[src/rtl/instr_loader_pkg.sv]
// Shared types for the boot-time instruction loader: FSM states, word width
// and state-decode helpers used by the loader and its bench.
package instr_loader_pkg;

   localparam int WORD_W = 16;

   typedef enum logic [3:0] {
      IDLE,
      LEN_HI,
      LEN_LO,
      DATA_HI,
      DATA_LO,
      WRITE,
      CSUM,
      RELEASE,
      DONE,
      ERROR
   } state_t;

   function automatic logic accepts_bytes(input state_t s);
      return s inside {LEN_HI, LEN_LO, DATA_HI, DATA_LO, CSUM};
   endfunction

   function automatic logic is_busy(input state_t s);
      return !(s inside {IDLE, DONE, ERROR});
   endfunction

endpackage

[src/rtl/instr_loader_if.sv]
// Byte-stream handshake from the host link plus the instruction-memory load port.
interface instr_loader_if #(parameter int ADDR_W = 8);
   import instr_loader_pkg::*;

   logic [7:0]        byte_in;
   logic              byte_valid;
   logic              byte_ready;
   logic [WORD_W-1:0] instruction_out;
   logic [ADDR_W-1:0] load_addr;
   logic              load_instruction;

   modport master (
      output byte_in, byte_valid,
      input  byte_ready, instruction_out, load_addr, load_instruction
   );

   modport slave (
      input  byte_in, byte_valid,
      output byte_ready, instruction_out, load_addr, load_instruction
   );

endinterface

[src/rtl/loader_timeout.sv]
// Idle-gap watchdog: counts cycles the loader waits for a byte and flags
// expiry once TIMEOUT such cycles pass without a clear.
module loader_timeout #(
   parameter int TIMEOUT = 1000
) (
   input  logic clk,
   input  logic reset_n,
   input  logic clear,
   input  logic enable,
   output logic expired
);

   localparam int CNT_W = $clog2(TIMEOUT + 1);
   localparam logic [CNT_W-1:0] LIMIT = CNT_W'(TIMEOUT);

   logic [CNT_W-1:0] count;

   // Saturates at the limit so expired stays asserted until cleared.
   always_ff @(posedge clk or negedge reset_n) begin
      if (!reset_n) begin
         count <= '0;
      end else if (clear) begin
         count <= '0;
      end else if (enable && count != LIMIT) begin
         count <= count + CNT_W'(1);
      end
   end

   assign expired = (count == LIMIT);

endmodule

[src/rtl/instr_loader.sv]
// Boot-time loader: takes a framed byte stream, writes 16-bit words into
// instruction memory and releases the CPU reset only when the checksum matches.
module instr_loader
   import instr_loader_pkg::*;
#(
   parameter int ADDR_W  = 8,
   parameter int DEPTH   = 256,
   parameter int TIMEOUT = 1000
) (
   input  logic          clk,
   input  logic          reset_n,
   input  logic          start,
   instr_loader_if.slave bus,
   output logic          pc_reset,
   output logic          busy,
   output logic          done,
   output logic          error
);

   state_t            state;
   logic [15:0]       word_count;
   logic [7:0]        hi_byte;
   logic [7:0]        csum;
   logic [ADDR_W-1:0] index;
   logic              transfer;
   logic              expired;
   logic              timer_clear;
   logic              timer_enable;
   logic [15:0]       rx_len;
   logic              last_word;

   assign bus.byte_ready = accepts_bytes(state);
   assign busy           = is_busy(state);
   assign transfer       = bus.byte_valid & bus.byte_ready;
   assign bus.load_addr  = index;
   assign rx_len         = {word_count[15:8], bus.byte_in};
   assign last_word      = (16'(index) == (word_count - 16'd1));
   assign timer_clear    = transfer | ~busy;
   assign timer_enable   = bus.byte_ready & ~bus.byte_valid;

   loader_timeout #(
      .TIMEOUT (TIMEOUT)
   ) u_timeout (
      .clk     (clk),
      .reset_n (reset_n),
      .clear   (timer_clear),
      .enable  (timer_enable),
      .expired (expired)
   );

   // A timeout takes priority over everything, including a stray start.
   always_ff @(posedge clk or negedge reset_n) begin
      if (!reset_n) begin
         state                <= IDLE;
         word_count           <= '0;
         hi_byte              <= '0;
         csum                 <= '0;
         index                <= '0;
         bus.instruction_out  <= '0;
         bus.load_instruction <= 1'b0;
         pc_reset             <= 1'b1;
         done                 <= 1'b0;
         error                <= 1'b0;
      end else begin
         bus.load_instruction <= 1'b0;
         if (busy && expired) begin
            state <= ERROR;
            error <= 1'b1;
         end else begin
            case (state)
               IDLE, DONE, ERROR: begin
                  if (start) begin
                     state    <= LEN_HI;
                     done     <= 1'b0;
                     error    <= 1'b0;
                     pc_reset <= 1'b1;
                     csum     <= '0;
                     index    <= '0;
                  end
               end
               LEN_HI: begin
                  if (transfer) begin
                     word_count[15:8] <= bus.byte_in;
                     state            <= LEN_LO;
                  end
               end
               LEN_LO: begin
                  if (transfer) begin
                     word_count <= rx_len;
                     if (rx_len > 16'(DEPTH)) begin
                        state <= ERROR;
                        error <= 1'b1;
                     end else if (rx_len == 16'd0) begin
                        state <= CSUM;
                     end else begin
                        state <= DATA_HI;
                     end
                  end
               end
               DATA_HI: begin
                  if (transfer) begin
                     hi_byte <= bus.byte_in;
                     csum    <= csum ^ bus.byte_in;
                     state   <= DATA_LO;
                  end
               end
               DATA_LO: begin
                  if (transfer) begin
                     bus.instruction_out  <= {hi_byte, bus.byte_in};
                     bus.load_instruction <= 1'b1;
                     csum                 <= csum ^ bus.byte_in;
                     state                <= WRITE;
                  end
               end
               WRITE: begin
                  // Index stops at N-1 so a full DEPTH image never wraps to 0.
                  if (last_word) begin
                     state <= CSUM;
                  end else begin
                     index <= index + ADDR_W'(1);
                     state <= DATA_HI;
                  end
               end
               CSUM: begin
                  if (transfer) begin
                     if (bus.byte_in == csum) begin
                        state <= RELEASE;
                     end else begin
                        state <= ERROR;
                        error <= 1'b1;
                     end
                  end
               end
               RELEASE: begin
                  pc_reset <= 1'b0;
                  done     <= 1'b1;
                  state    <= DONE;
               end
               default: state <= IDLE;
            endcase
         end
      end
   end

endmodule

[src/flat_wrapper.sv]
// flat-port wrapper written by rule: the top's interface ports become plain ports
module instr_loader_flat import instr_loader_pkg::*;
#(
   parameter int ADDR_W  = 8,
   parameter int DEPTH   = 256,
   parameter int TIMEOUT = 1000
)
  (clk, reset_n, start, pc_reset, busy, done, error, bus_byte_in, bus_byte_valid, bus_byte_ready, bus_instruction_out, bus_load_addr, bus_load_instruction);
  instr_loader_if #(.ADDR_W(ADDR_W)) bus_i ();
  input  logic clk;
  input  logic reset_n;
  input  logic start;
  output logic pc_reset;
  output logic busy;
  output logic done;
  output logic error;
  input wire logic [$bits(bus_i.byte_in)-1:0] bus_byte_in;
  input wire logic [$bits(bus_i.byte_valid)-1:0] bus_byte_valid;
  output wire logic [$bits(bus_i.byte_ready)-1:0] bus_byte_ready;
  output wire logic [$bits(bus_i.instruction_out)-1:0] bus_instruction_out;
  output wire logic [$bits(bus_i.load_addr)-1:0] bus_load_addr;
  output wire logic [$bits(bus_i.load_instruction)-1:0] bus_load_instruction;
  assign bus_i.byte_in = bus_byte_in;
  assign bus_i.byte_valid = bus_byte_valid;
  assign bus_byte_ready = bus_i.byte_ready;
  assign bus_instruction_out = bus_i.instruction_out;
  assign bus_load_addr = bus_i.load_addr;
  assign bus_load_instruction = bus_i.load_instruction;
  instr_loader #(.ADDR_W(ADDR_W), .DEPTH(DEPTH), .TIMEOUT(TIMEOUT)) u_core (.clk(clk), .reset_n(reset_n), .start(start), .bus(bus_i), .pc_reset(pc_reset), .busy(busy), .done(done), .error(error));
endmodule
[config.mk]
export PLATFORM = sky130hd
export DESIGN_NAME = instr_loader_flat
export DESIGN_NICKNAME = d
export VERILOG_FILES = /design/src/rtl/instr_loader_pkg.sv /design/src/rtl/instr_loader_if.sv /design/src/rtl/loader_timeout.sv /design/src/rtl/instr_loader.sv /design/src/flat_wrapper.sv
export SDC_FILE = /design/constraint.sdc
export NUM_CORES = 1
export LEC_CHECK = 0
export ABC_AREA = 1
export CAP_MARGIN = 20
export CELL_PAD_IN_SITES_DETAIL_PLACEMENT = 1
export CELL_PAD_IN_SITES_GLOBAL_PLACEMENT = 1
export CORE_MARGIN = 3
export CORE_UTILIZATION = 47
export CTS_BUF_LIST = sky130_fd_sc_hd__clkbuf_4 sky130_fd_sc_hd__clkbuf_8
export DETAILED_ROUTE_END_ITERATION = 10
export PLACE_DENSITY_LB_ADDON = 0.1
export SYNTH_ARGS = -nofsm -noshare
export SYNTH_HDL_FRONTEND = slang
export SYNTH_SLANG_ARGS = --single-unit
[constraint.sdc]
create_clock -name clk -period 2.8 [get_ports clk]
set_input_delay 0.42 -clock clk [delete_from_list [all_inputs] [get_ports clk]]
set_output_delay 0.42 -clock clk [all_outputs]
set_load 0.01 [all_outputs]
Word level (Yosys, flattened, before mapping):

Cells that the tools add are included.

* bitwise logic cells: 7
* multiplexer cells: 34
* order comparisons: 1
* reduce and logical (&&, ||, !) cells: 23
* eq/ne operators: 24
* $add $sub $neg: 3

Operators with widths (number)
* case mux 8 bit (2 select lines): 3
* 2-to-1 mux 4 bit: 9
* 2-to-1 mux 8 bit: 4
* case mux 4 bit (8 select lines): 1
* 2-to-1 mux 10 bit: 2
* != test 3 x 2 -> 1 bit, second input constant: 6
* equality test 4 x 3 -> 1 bit, second input constant: 4
* equality test 8 x 16 -> 1 bit: 1
* > comparator 16 x 9 -> 1 bit, second input constant: 1
* logical NOT 16 bit: 1
* subtractor 16 x 1 -> 16 bit, second input constant: 1
* AND reduction 3 bit: 4
* AND reduction 4 bit: 3
* AND reduction 6 bit: 2
* adder 10 x 1 -> 10 bit, second input constant: 1
* equality test 10 bit, second input constant: 1
* 2-to-1 mux 1 bit: 10
* != test 10 bit, second input constant: 1
* adder 8 x 1 -> 8 bit, second input constant: 1
* equality test 4 x 2 -> 1 bit, second input constant: 2
* equality test 4 bit, second input constant: 2
* equality test 8 bit: 1
* nonzero test 2 bit: 4
* XOR 8 bit: 1
* 18 further kinds: 26

* word-level logic and storage cells: 104
* input bits: 12
* register bits: 74
* output and inout bits: 30

Longest topological paths before layout:

Gate-level depths: netlist of run 1.

* depth in word-level cells: 6
* mapped depth: 14
* depth with buffers taken out: 14

By module:

Synthesis of run 1 repeated with hierarchy kept, for this count alone.

* cell total of the unflattened synthesis: 597
* area, all modules: 4415.5 um^2

Modules (own cells, without submodules)
* instr_loader: times used 1, cells an instance 503, area an instance 3751.1 um^2, seq. area each 1602.8 um^2
* loader_timeout: times used 1, cells an instance 94, area an instance 664.4 um^2, seq. area each 250.2 um^2

Worst setup path after synthesis of run 1:

Ideal clock, no wire load.

* path kind: register to register
* from: register u_core.word_count[0]
* to: register u_core.index[4], in the netlist u_core.bus.load_addr[4]
* setup time: 0.122 ns
* clock period less this slack: 1.852 ns
* setup slack: 0.948 ns
* cell stages (with the launch flop): 14
* data arrival time: 1.730 ns
* buffers on the path: 1
* data required time: 2.678 ns
* cells stage by stage: dfrtp_1 -> inv_2 -> ha_1 -> nand2_1 -> nor2_1 -> nand2_1 -> nand2_1 -> nand2_1 -> nand3b_1 -> nor2_2 -> nand3_2 -> nand2_4 -> buf_8 -> o21ai_1

* word-level cells in the longest chain between the ends: 4

RTL lines
* from (decl): line instr_loader.sv:21 `logic [15:0] word_count;`
* from (signal assigned): line instr_loader.sv:89 `word_count <= rx_len;`
* subtractor 16 x 1 -> 16 bit: line instr_loader.sv:37 `assign last_word = (16'(index) == (word_count - 16'd1));`
* equality test 8 x 16 -> 1 bit: line instr_loader.sv:37
* != test 2 bit (no source line)
* AND reduction 4 bit (no source line)
* to (signal assigned): line instr_loader.sv:120 `index <= index + ADDR_W'(1);`
* to (decl): line instr_loader.sv:24 `logic [ADDR_W-1:0] index;`

No other way between the ends.
A chain may end at the register's enable or synchronous reset.

Worst setup path in the final report of run 1:

* from: register u_core.state[1]
* to: output port bus_byte_ready

* word-level cells in the longest chain between the ends: 2
* elaborated cells between the ends (all ways): 6
* those cells by class: 5 x eq/ne; 1 x reduce/logical

RTL lines
* from (decl): line instr_loader.sv:20 `state_t state;`
* from (signal assigned): line instr_loader.sv:54 `state <= IDLE;`
* from (signal assigned): line instr_loader.sv:67 `state <= ERROR;`
* from (signal assigned): line instr_loader.sv:73 `state <= LEN_HI;`
* equality test 4 x 1 -> 1 bit, or another cell as far along: line instr_loader_pkg.sv:21 `return s inside {LEN_HI, LEN_LO, DATA_HI, DATA_LO, CSUM};`
* nonzero test 5 bit *: line instr_loader_pkg.sv:21
* to (decl): line flat_wrapper.sv:19 `output wire logic [$bits(bus_i.byte_ready)-1:0] bus_byte_ready;`

Every way passes the cells marked *; elsewhere a longest branch is shown, timed or not.

==> results of run 1 <==
[logic make-up (layout without fill, tap and decap cells)]
family | after synthesis | count (layout) | share of synthesized area
fa+ha+maj | 4 | 4 | 0.01187
simple gates | 298 | 298 | 0.3391
flops | 74 | 74 | 0.4393
xor+xnor | 17 | 17 | 0.03530
buf+inv | 67 | 115 | 0.06941
compound gates | 79 | 79 | 0.1050
[cell usage in the layout, fill, tap and decap left out, types with 6 or more instances in the layout]
cell type          n
clkbuf_8           9
xor2_1             9
nand3_1           25
nor3_1            14
nand2_2            8
dfrtp_1           73
nand4_1            6
inv_2              9
nor2_1            45
o21ai_0           33
inv_1             44
o21ai_1           23
clkdlybuf4s50_1   40
nand2_1          161
nor2_4             8
a21oi_1           12
xnor2_1            8
nand2_4            6
[layer usage]
metal  part of all wire  vias up  global-route usage  routed length, microns
met2               0.53       52              0.4334                    6001
met5                  0        -                   0                       0
li1                   -     1815                   -                       -
met1               0.43     1879              0.3073                    4928
met3              0.021       16             0.03529                     243
met4              0.014        0             0.06425                     159
[report_power, final]
group / switching (mW) / leakage [nW] / internal, mW
Clock: 0.467 / 0.100 / 0.349
Sequential: 0.384 / 0.981 / 1.44
Combinational: 1.61 / 1.20 / 0.989
Total: 2.47 / 2.28 / 2.78
[sequential cells by signal, summed over array words and instances, names as in the netlist]
signal / count
u_core.word_count: 16
u_core.pc_reset: 1
u_core.bus.load_instruction: 1
u_core.done: 1
u_core.u_timeout.count: 10
u_core.state: 4
u_core.hi_byte: 8
u_core.csum: 8
u_core.error: 1
u_core.bus.instruction_out: 16
u_core.bus.load_addr: 8
[metrics by stage]
| stage | worst slack (ns) | util |
|---|---|---|
| finish | 0.2720 | 0.5772 |
| global route | 0.1882 | 0.5772 |
| CTS | 0.2788 | 0.5772 |
| detailed placement | 0.6029 | 0.5545 |
| global placement | 0.6918 | 0.5545 |
| floorplan | 0.9481 | - |
[how the worst max path moves through the flow]
stage / endpoint / slack (ns) / from / cells past startpoint
after CTS: bus_byte_ready / 0.28 / u_core.state[1]$_DFFE_PN0P_ / 6
after detailed placement: u_core.error$_DFFE_PN0P_ / 0.60 / bus_byte_in[1] / 9
after floorplan: u_core.bus.load_addr[4]$_DFFE_PN0P_ / 0.95 / u_core.word_count[0]$_DFFE_PN0P_ / 13
after global placement: u_core.error$_DFFE_PN0P_ / 0.69 / bus_byte_in[7] / 9
final: bus_byte_ready / 0.27 / u_core.state[1]$_DFFE_PN0P_ / 6
after global routing: bus_byte_ready / 0.19 / u_core.state[3]$_DFFE_PN0P_ / 6
[cell type report]
type / count / area, sq um
clock buffer: 9 / 123.9
clock inverter: 7 / 68.82
fill: 1066 / 3578
inverter: 57 / 221.5
multi-input combinational: 398 / 2072
sequential: 74 / 1853
tap: 105 / 131.4
timing repair buffer: 42 / 415.4
[worst max-delay path, stage by stage (launching register included)]
cell,delay (ns)
dfrtp_1,0.52
nor2_4,0.20
inv_1,0.06
nor2_1,0.24
nor2_2,0.08
nand2_4,0.10
clkdlybuf4s50_1,0.55
==> flow_metrics.py, run 1 <==
metrics = {
    "drt": {
        "firstDrtPassIters": 4,
        "viasPerCell": 5.436,
        "routed_wl_microns": 11330,
        "remaining_drc_errors": 0,
        "via_count": 3762,
        "wire_per_inst_microns": 16.38,
        "ant_nets": 0,
        "drtIter0Drc": 133,
    },
    "synthesis": {
        "yosysSeqAreaShare": 0.4393,
        "ys_top_cells_by_area": "dfrtp_1 43%, nand2_1 14%, nor2_1 4.0%",
        "yosys_warnings": 0,
        "synth_common_cells": "161 x nand2_1, 73 x dfrtp_1, 45 x nor2_1",
        "synth.top_cell.area_share": 0.4331,
        "ys_types": 39,
        "yosys_most_used_dff": "dfrtp_1",
        "ys_seq_elements": 74,
        "yosysTopAreaCell": "dfrtp_1",
        "async_flop_share": 1.000,
        "synth_area_sq_um": 4218,
        "yosysMostFrequentCell": "nand2_1",
        "syn_inst": 539,
        "synth_edf_count": 0,
        "postSynthAreaPerCell_sq_um": 7.825,
        "syn_nets": 555,
    },
    "clocking": {
        "cts-resized-gates": 0,
        "cts.sinks": 74,
        "cts_tree": "yes",
        "clockBufferDepth": 2,
        "clock_latency_ns": 0.36,
        "ctsHoldBuffers": 0,
        "root_buffer": "clkbuf_8",
        "cts_max_level": 3,
        "cts_inserted_buffers": 9,
        "clkTransAtPathRegs_ns": 0.09,
        "cts_setup_buffers": 0,
    },
    "floorplanning": {
        "die_area_sq_um": 10150,
        "core_area_sq_um": 8464,
        "pin_count": 42,
        "fp.dieW_microns": 100.7,
        "rows": 33,
        "fp.dieH_microns": 100.7,
        "initial_core_util": 0.4983,
    },
    "finish": {
        "final_area_sq_um": 4886,
        "drive_above_1_share": 0.1312,
        "antenna_cells": 0,
        "layout.nets": 598,
        "syn_to_final_growth_pct": 15.84,
        "fin_cells": 692,
    },
    "place": {
        "place_area_sq_um": 4693,
        "place_congestion": 0.8651,
        "dp_cells": 676,
        "port_buffers": 41,
        "dp_hpwl_microns": 8406,
    },
    "critical_path": {
        "ff2ff_setup_slack_ns": 0.66,
        "rr_endpoint": "u_core.bus.load_addr[2]$_DFFE_PN0P_",
        "worst-setup-path-type": "reg -> out",
        "endpoint_kind": "output port",
        "start_kind": "register",
        "cp.required_ns": 2.38,
        "reg2reg_depth": 12,
        "path_max_fanout": 10,
        "worstReg2RegStart": "u_core.word_count[0]$_DFFE_PN0P_",
        "arrival_ns": 2.11,
    },
    "pwr": {
        "p_per_area_nw_per_um2": 1073,
        "ir_drop_uv": 382.2,
        "cellLeakagePower_nw": 2.284,
        "total_power_mw": 5.242,
    },
    "status": {
        "outcome": "finished, final reports clean",
    },
    "sta": {
        "relSlewSlack": 0.3665,
        "slew_viol_final": 0,
        "fmax_mhz": 395.6,
        "period_needed_ns": 2.528,
        "setup_tns_ns": 0,
        "tightest_slew_ns": 0.9502,
        "finClkSkew_ns": 0.01002,
        "hold_viol": 0,
        "holdWs_ns": 0.2021,
        "rsz0062_at_grt": "no",
        "setup_viol": 0,
        "period_share": 0.9029,
    },
    "job": {
        "cap_viol_max_count": 0,
    },
    "grt": {
        "antenna_found_initial": 0,
        "grt_pass1_wl_microns": 19460,
        "grt_max_degree": 75,
        "groute.usage.overall": 0.2432,
        "first_global_vias": 3965,
        "gr-total-overflow": 0,
    },
    "hold_path": {
        "hold_path_class": "in -> async",
    },
}
No activity file was read; power rests on OpenSTA's default activity.
==> inputs of run 2 (changes only) <==
--- a/config.mk
+++ b/config.mk
@@ -6,7 +6,6 @@
 export NUM_CORES = 1
 export LEC_CHECK = 0
 export ABC_AREA = 1
-export CAP_MARGIN = 20
 export CELL_PAD_IN_SITES_DETAIL_PLACEMENT = 1
 export CELL_PAD_IN_SITES_GLOBAL_PLACEMENT = 1
 export CORE_MARGIN = 3
==> results of run 2 <==
Same layout as run 1: the final DEF is identical, and so are final timing and power.
